--- src/rtl/isa_pkg.sv ---
// rtl/isa_pkg.sv - shared 32-bit instruction format definitions (opcodes, field positions, loader states)
//   Contents: opcode constants OP_LDI..OP_SHR, OP_MAX (highest legal opcode),
//   LSB positions of every packed field, loader FSM state enum.
package isa_pkg;

  localparam logic [5:0] OP_LDI       = 6'b000000;
  localparam logic [5:0] OP_MOV       = 6'b000001;
  localparam logic [5:0] OP_LD        = 6'b000010;
  localparam logic [5:0] OP_ST        = 6'b000011;
  localparam logic [5:0] OP_ALU_FIRST = 6'b000100;
  localparam logic [5:0] OP_SHR       = 6'b010000;
  localparam logic [5:0] OP_MAX       = OP_SHR;

  // LSB position of each field inside the 32-bit word
  localparam int OP_LSB       = 26;
  localparam int RDST2_LSB    = 21;
  localparam int RDST1_LSB    = 16;
  localparam int IMM16_LSB    = 0;
  localparam int LD_MADDR_LSB = 0;
  localparam int ST_MADDR_LSB = 18;
  localparam int RSRC2_LSB    = 5;   // ALU position
  localparam int MOV_SRC_LSB  = 0;   // MOV/ST place rsrc2 in the low bits
  localparam int RSRC1_LSB    = 0;

  typedef enum logic [2:0] {
    ST_IDLE  = 3'd0,
    ST_LOAD  = 3'd1,
    ST_WRITE = 3'd2,
    ST_DONE  = 3'd3,
    ST_FULL  = 3'd4
  } load_state_t;

endpackage

--- src/rtl/instr_encoder_loader_if.sv ---
// rtl/instr_encoder_loader_if.sv - field-bundle input handshake and instruction memory write port
//   master: program source / memory model side (drives bundles and imem_ack)
//   slave : encoder side (drives in_ready and the imem write request)
interface instr_encoder_loader_if #(
  parameter int ADDR_W = 8
);
  logic              in_valid;
  logic              in_ready;
  logic              in_last;
  logic [5:0]        op;
  logic [4:0]        rdst2;
  logic [4:0]        rdst1;
  logic [4:0]        rsrc2;
  logic [4:0]        rsrc1;
  logic [15:0]       imm16;
  logic [7:0]        maddr;
  logic              imem_we;
  logic [ADDR_W-1:0] imem_addr;
  logic [31:0]       imem_wdata;
  logic              imem_ack;

  modport master (
    output in_valid, in_last, op, rdst2, rdst1, rsrc2, rsrc1, imm16, maddr, imem_ack,
    input  in_ready, imem_we, imem_addr, imem_wdata
  );

  modport slave (
    input  in_valid, in_last, op, rdst2, rdst1, rsrc2, rsrc1, imm16, maddr, imem_ack,
    output in_ready, imem_we, imem_addr, imem_wdata
  );
endinterface

--- src/rtl/instr_pack.sv ---
// rtl/instr_pack.sv - combinational field packer: decoded fields -> {legal, 32-bit word}
//   in : op[5:0], rdst2, rdst1, rsrc2, rsrc1 [4:0], imm16[15:0], maddr[7:0]
//   out: legal (opcode within the defined set), word[31:0] (unused bits zero)
import isa_pkg::*;

module instr_pack (
  input  logic [5:0]  op,
  input  logic [4:0]  rdst2,
  input  logic [4:0]  rdst1,
  input  logic [4:0]  rsrc2,
  input  logic [4:0]  rsrc1,
  input  logic [15:0] imm16,
  input  logic [7:0]  maddr,
  output logic        legal,
  output logic [31:0] word
);

  always_comb begin
    legal = 1'b1;
    word  = 32'(op) << OP_LSB;
    if (op == OP_LDI) begin
      word = word | (32'(rdst2) << RDST2_LSB) | (32'(imm16) << IMM16_LSB);
    end else if (op == OP_MOV) begin
      word = word | (32'(rdst2) << RDST2_LSB) | (32'(rsrc2) << MOV_SRC_LSB);
    end else if (op == OP_LD) begin
      word = word | (32'(rdst2) << RDST2_LSB) | (32'(maddr) << LD_MADDR_LSB);
    end else if (op == OP_ST) begin
      word = word | (32'(maddr) << ST_MADDR_LSB) | (32'(rsrc2) << MOV_SRC_LSB);
    end else if (op >= OP_ALU_FIRST && op <= OP_MAX) begin
      word = word | (32'(rdst2) << RDST2_LSB) | (32'(rdst1) << RDST1_LSB)
                  | (32'(rsrc2) << RSRC2_LSB) | (32'(rsrc1) << RSRC1_LSB);
    end else begin
      legal = 1'b0;
      word  = 32'd0;
    end
  end

endmodule

--- src/rtl/instr_encoder_loader.sv ---
// rtl/instr_encoder_loader.sv - packs field bundles and writes them to instruction memory at consecutive addresses
//   clk, rst (async active-high), start (session pulse)
//   bus (slave): in_valid/in_ready/in_last + fields in; imem_we/imem_addr/imem_wdata out, imem_ack in
//   busy, done (pulse), full (level until next start), instr_count, err_illegal (pulse), illegal_cnt
import isa_pkg::*;

module instr_encoder_loader #(
  parameter int ADDR_W    = 8,
  parameter int BASE_ADDR = 0,
  parameter int DEPTH     = 256
) (
  input  logic                   clk,
  input  logic                   rst,
  input  logic                   start,
  instr_encoder_loader_if.slave  bus,
  output logic                   busy,
  output logic                   done,
  output logic                   full,
  output logic [ADDR_W:0]        instr_count,
  output logic                   err_illegal,
  output logic [7:0]             illegal_cnt
);

  localparam logic [ADDR_W-1:0] BASE  = ADDR_W'(BASE_ADDR);
  localparam logic [ADDR_W:0]   LIMIT = (ADDR_W+1)'(DEPTH);

  load_state_t       state, state_n;
  logic              legal;
  logic [31:0]       word;
  logic [ADDR_W-1:0] addr_q;
  logic [31:0]       wdata_q;
  logic              last_q;     // in_last of the bundle currently being written
  logic              take;       // bundle accepted this cycle
  logic              ack_wr;     // write completes this cycle
  logic [ADDR_W:0]   count_inc;
  logic              hit_limit;

  instr_pack u_pack (
    .op    (bus.op),
    .rdst2 (bus.rdst2),
    .rdst1 (bus.rdst1),
    .rsrc2 (bus.rsrc2),
    .rsrc1 (bus.rsrc1),
    .imm16 (bus.imm16),
    .maddr (bus.maddr),
    .legal (legal),
    .word  (word)
  );

  assign take      = (state == ST_LOAD) && bus.in_valid;
  assign ack_wr    = (state == ST_WRITE) && bus.imem_ack;
  assign count_inc = instr_count + 1'b1;
  assign hit_limit = (count_inc == LIMIT);

  // Status and write request come straight from the state register, so an
  // async reset drops imem_we in the same instant it clears the state.
  assign bus.in_ready   = (state == ST_LOAD);
  assign bus.imem_we    = (state == ST_WRITE);
  assign bus.imem_addr  = addr_q;
  assign bus.imem_wdata = wdata_q;
  assign busy           = (state == ST_LOAD) || (state == ST_WRITE);
  assign done           = (state == ST_DONE) || (state == ST_FULL);

  always_ff @(posedge clk or posedge rst) begin
    if (rst) state <= ST_IDLE;
    else     state <= state_n;
  end

  always_comb begin
    state_n = state;
    case (state)
      ST_IDLE:  if (start) state_n = ST_LOAD;
      ST_LOAD: begin
        if (take) begin
          if (legal)            state_n = ST_WRITE;
          else if (bus.in_last) state_n = ST_DONE;
        end
      end
      ST_WRITE: begin
        // the depth limit wins over in_last of the final bundle
        if (ack_wr) begin
          if (hit_limit)   state_n = ST_FULL;
          else if (last_q) state_n = ST_DONE;
          else             state_n = ST_LOAD;
        end
      end
      ST_DONE:  state_n = ST_IDLE;
      ST_FULL:  state_n = ST_IDLE;
      default:  state_n = ST_IDLE;
    endcase
  end

  always_ff @(posedge clk or posedge rst) begin
    if (rst) begin
      addr_q      <= BASE;
      wdata_q     <= 32'd0;
      last_q      <= 1'b0;
      instr_count <= '0;
      illegal_cnt <= 8'd0;
      err_illegal <= 1'b0;
      full        <= 1'b0;
    end else begin
      err_illegal <= 1'b0;
      case (state)
        ST_IDLE: begin
          if (start) begin
            addr_q      <= BASE;
            instr_count <= '0;
            illegal_cnt <= 8'd0;
            full        <= 1'b0;
          end
        end
        ST_LOAD: begin
          if (take) begin
            if (legal) begin
              wdata_q <= word;
              last_q  <= bus.in_last;
            end else begin
              err_illegal <= 1'b1;
              if (illegal_cnt != 8'hFF) illegal_cnt <= illegal_cnt + 8'd1;
            end
          end
        end
        ST_WRITE: begin
          if (ack_wr) begin
            instr_count <= count_inc;
            addr_q      <= addr_q + 1'b1;
            if (hit_limit) full <= 1'b1;
          end
        end
        default: ;
      endcase
    end
  end

endmodule
--- src/flat_wrapper.sv ---
// flat-port wrapper written by rule: the top's interface ports become plain ports
module instr_encoder_loader_flat 
#(
  parameter int ADDR_W    = 8,
  parameter int BASE_ADDR = 0,
  parameter int DEPTH     = 256
)
  (clk, rst, start, busy, done, full, instr_count, err_illegal, illegal_cnt, bus_in_valid, bus_in_last, bus_op, bus_rdst2, bus_rdst1, bus_rsrc2, bus_rsrc1, bus_imm16, bus_maddr, bus_imem_ack, bus_in_ready, bus_imem_we, bus_imem_addr, bus_imem_wdata);
  instr_encoder_loader_if #(.ADDR_W(ADDR_W)) bus_i ();
  input  logic clk;
  input  logic rst;
  input  logic start;
  output logic busy;
  output logic done;
  output logic full;
  output logic [ADDR_W:0] instr_count;
  output logic err_illegal;
  output logic [7:0] illegal_cnt;
  input wire logic [$bits(bus_i.in_valid)-1:0] bus_in_valid;
  input wire logic [$bits(bus_i.in_last)-1:0] bus_in_last;
  input wire logic [$bits(bus_i.op)-1:0] bus_op;
  input wire logic [$bits(bus_i.rdst2)-1:0] bus_rdst2;
  input wire logic [$bits(bus_i.rdst1)-1:0] bus_rdst1;
  input wire logic [$bits(bus_i.rsrc2)-1:0] bus_rsrc2;
  input wire logic [$bits(bus_i.rsrc1)-1:0] bus_rsrc1;
  input wire logic [$bits(bus_i.imm16)-1:0] bus_imm16;
  input wire logic [$bits(bus_i.maddr)-1:0] bus_maddr;
  input wire logic [$bits(bus_i.imem_ack)-1:0] bus_imem_ack;
  output wire logic [$bits(bus_i.in_ready)-1:0] bus_in_ready;
  output wire logic [$bits(bus_i.imem_we)-1:0] bus_imem_we;
  output wire logic [$bits(bus_i.imem_addr)-1:0] bus_imem_addr;
  output wire logic [$bits(bus_i.imem_wdata)-1:0] bus_imem_wdata;
  assign bus_i.in_valid = bus_in_valid;
  assign bus_i.in_last = bus_in_last;
  assign bus_i.op = bus_op;
  assign bus_i.rdst2 = bus_rdst2;
  assign bus_i.rdst1 = bus_rdst1;
  assign bus_i.rsrc2 = bus_rsrc2;
  assign bus_i.rsrc1 = bus_rsrc1;
  assign bus_i.imm16 = bus_imm16;
  assign bus_i.maddr = bus_maddr;
  assign bus_i.imem_ack = bus_imem_ack;
  assign bus_in_ready = bus_i.in_ready;
  assign bus_imem_we = bus_i.imem_we;
  assign bus_imem_addr = bus_i.imem_addr;
  assign bus_imem_wdata = bus_i.imem_wdata;
  instr_encoder_loader #(.ADDR_W(ADDR_W), .BASE_ADDR(BASE_ADDR), .DEPTH(DEPTH)) u_core (.clk(clk), .rst(rst), .start(start), .bus(bus_i), .busy(busy), .done(done), .full(full), .instr_count(instr_count), .err_illegal(err_illegal), .illegal_cnt(illegal_cnt));
endmodule
--- config.mk ---
export PLATFORM = sky130hd
export DESIGN_NAME = instr_encoder_loader_flat
export DESIGN_NICKNAME = d
export VERILOG_FILES = /design/src/rtl/isa_pkg.sv /design/src/rtl/instr_encoder_loader_if.sv /design/src/rtl/instr_pack.sv /design/src/rtl/instr_encoder_loader.sv /design/src/flat_wrapper.sv
export SDC_FILE = /design/constraint.sdc
export NUM_CORES = 1
export LEC_CHECK = 0
export BUFFER_PORTS_ARGS = -buffer_cell sky130_fd_sc_hd__buf_2
export CAP_MARGIN = 20
export CORE_ASPECT_RATIO = 2
export CORE_MARGIN = 3
export CORE_UTILIZATION = 38
export DETAILED_ROUTE_END_ITERATION = 16
export PLACE_DENSITY_LB_ADDON = 0.25
export SYNTH_ARGS = -nofsm -noshare
export SYNTH_HDL_FRONTEND = slang
export SYNTH_SLANG_ARGS = --single-unit
--- constraint.sdc ---
create_clock -name clk -period 4.15 [get_ports clk]
set_input_delay 0.6225 -clock clk [delete_from_list [all_inputs] [get_ports clk]]
set_output_delay 0.6225 -clock clk [all_outputs]
set_load 0.05 [all_outputs]
==> impl_metrics.py <==
metrics = {
    "worst_setup_path": {
        "crit_fanout": 15,
        "worstSetupStartpointType": "flop",
        "ff2ff_setup_slack_ns": 1.85,
        "critPathKind": "flop to primary output",
        "crit_start": "u_core.state[0]",
        "r2r-start": "u_core.state[0]",
        "cp.required_ns": 3.53,
        "crit_arrival_ns": 1.78,
        "end_kind": "primary output",
    },
    "detailed_routing": {
        "first_pass_iters": 4,
        "routed_wirelength_um": 10100,
        "drt_iter0_drc": 186,
        "postRouteAntennaNets": 0,
        "vias": 3236,
        "wl_per_cell_um": 17.2,
        "via_per_inst": 5.50,
        "drc": 0,
    },
    "clocking": {
        "clockRootBuffer": "clkbuf_16",
        "clk_pin_slew_ns": 0.05,
        "cts_tree": "built",
        "ctsResizeCount": 0,
        "cts_setup_buffers": 0,
        "clock_sinks": 63,
        "clock_path_buffers": 2,
        "htreeDepth": 3,
        "cts_buffers": 9,
        "clkLatencyLatePin_ns": 0.33,
        "cts_hold_buf": 0,
    },
    "global_routing": {
        "grt_pass1_wl_um": 15900,
        "overflow": 0,
        "grt_start_max_net_pins": 39,
        "grtUsageTotal_pct": 20.5,
        "antenna_found_initial": 0,
        "grt_pass1_vias": 3240,
    },
    "timing": {
        "rsz0062_at_grt": "false",
        "tightest_slew_ns": 0.895,
        "fin_crit_ns": 2.41,
        "drv_slew": 0,
        "fmax_mhz": 416,
        "finalHoldViolCount": 0,
        "tns_ns": 0,
        "finClkSkew_ns": 0.00495,
        "maxSlewHeadroom_pct": 40.3,
        "fin_ws_ns": 1.74,
        "setup_viol": 0,
        "min_period_over_period_pct": 58.0,
    },
    "floorplanning": {
        "die_h_um": 140,
        "dieArea_um2": 10200,
        "fp.dieW_um": 72.8,
        "start_util_pct": 39.2,
        "row_count": 48,
        "ioPinCount": 119,
        "core_um2": 8650,
    },
    "logic_synthesis": {
        "synth_edf_count": 0,
        "synth_async_sr_flop_share_pct": 100,
        "seq_area_frac_synth_pct": 46.5,
        "netlist_instances": 370,
        "yosys_most_used_dff": "dfrtp_1",
        "yosysWarningCount": 0,
        "postSynthRegisterBits": 63,
        "synthTopCellsByArea": "dfrtp_1, nand2_1, mux2i_1",
        "yosysTopAreaCellShare_pct": 46.5,
        "syn-num-nets": 429,
        "ys_types": 57,
        "avgSynthCellArea_um2": 9.17,
        "synth_largest_area_cell": "dfrtp_1",
        "synth_area_um2": 3390,
    },
    "placed_design": {
        "place_area_um2": 4040,
        "hpwlAfterDp_um": 7840,
        "dp_slack_ns": 1.45,
        "portBuffers": 118,
        "gp_congestion": 0.867,
    },
    "cells_and_area": {
        "multi_input_area_um2": 1700,
        "fin_nets": 542,
        "stdcell_area_um2": 4340,
        "diodes": 0,
        "mostFrequentLayoutCells": "buf_2, nand2_1, dfrtp_1",
        "final_common_cell": "buf_2",
        "area_delta_synth_final_pct": 27.8,
        "area.sequential_um2": 1580,
        "drive_gt1_share_pct": 30.7,
        "fill_cells": 842,
    },
    "power": {
        "vdd.ir_drop.worst_v": 0.000409,
        "p_total_mw": 2.87,
        "p_leak_nw": 2.26,
        "p_per_area_nw_per_um2": 663,
    },
    "status": {
        "status": "completed",
    },
    "min_path": {
        "hp-class": "input pin to async pin",
    },
    "run": {
        "cap_violations": 0,
    },
}
flip-flops by register name (all words and copies together) (netlist names):
| register | cells |
|---|---|
| u_core.bus.imem_wdata | 32 |
| u_core.last_q | 1 |
| u_core.illegal_cnt | 8 |
| u_core.state | 3 |
| u_core.instr_count | 9 |
| u_core.full | 1 |
| u_core.bus.imem_addr | 8 |
| u_core.err_illegal | 1 |
logic make-up after synthesis:
family	synth area share (%)
muxes	6.31
DFF	46.5
and+or+nand+nor	25.7
buffers and inverters	3.47
xor gates and xnor gates	1.81
adders and majority gates	1.11
AOI/OAI and AO/OA	15.1
cell usage after synthesis, drive strengths merged (2+ instances only):
master / number
nor2: 31
a21oi: 7
nor3: 10
o211ai: 2
nand2: 71
a221oi: 6
xor2: 4
or3: 3
mux2i: 18
mux2: 3
nand2b: 5
nand4: 5
inv: 8
nand3: 23
o41ai: 2
and3: 10
o21ai: 34
nand4bb: 2
or4: 2
xnor2: 3
nor4: 3
dfrtp: 63
a22o: 2
nor2b: 2
a41oi: 8
and2: 3
ha: 3
clkbuf: 12
buf: 7
o31ai: 2
and4: 2
power breakdown:
group	switching, mW	leakage [nW]	internal (mW)
Clock	0.259	0.146	0.478
Sequential	0.134	0.828	0.774
Combinational	0.933	1.29	0.296
cell type report:
cell class / count / area share [%]
repair buffers: 121 / 14.1
clock buffers: 12 / 5.69
well taps: 100 / 2.89
multi-input cells: 280 / 39.2
flip-flops and latches: 63 / 36.4
inverters: 8 / 0.693
clock inverters: 4 / 1.04
routing by layer:
layer  routed length [um]  part of all wire, %  global-route usage (%)
met5                    0                    0                       0
met2                 5550                   55                    37.8
met3                  616                  6.1                    4.12
met4                  255                  2.5                    9.44
met1                 3680                   36                    21.3
through the flow:
step	instances	hold WS, ns	utilization [%]
finish	588	0.449	50.1
global route	588	0.486	50.1
CTS	588	0.465	50.1
detailed placement	572	0.455	46.8
global placement	572	0.445	46.8
floorplan	370	0.447	-
worst paths after layout:
path                                              to  cells after the start
hold reg to reg            u_core.bus.imem_wdata[10]                      2
setup reg to reg           u_core.bus.imem_wdata[20]                      5
min in group clk           u_core.bus.imem_wdata[10]                      2
setup / recovery                                busy                      4
max in group asynchronous      u_core.illegal_cnt[1]                      3
hold / removal              u_core.bus.imem_wdata[2]                      2
critical path, cell delays in order (launching register included):
cell and delay, ns:
dfrtp_1 0.53, nor2_1 0.40, nand2_1 0.17, nand2_1 0.09
buf_2 0.26
Note: power is estimated with default switching activity, not from simulation.
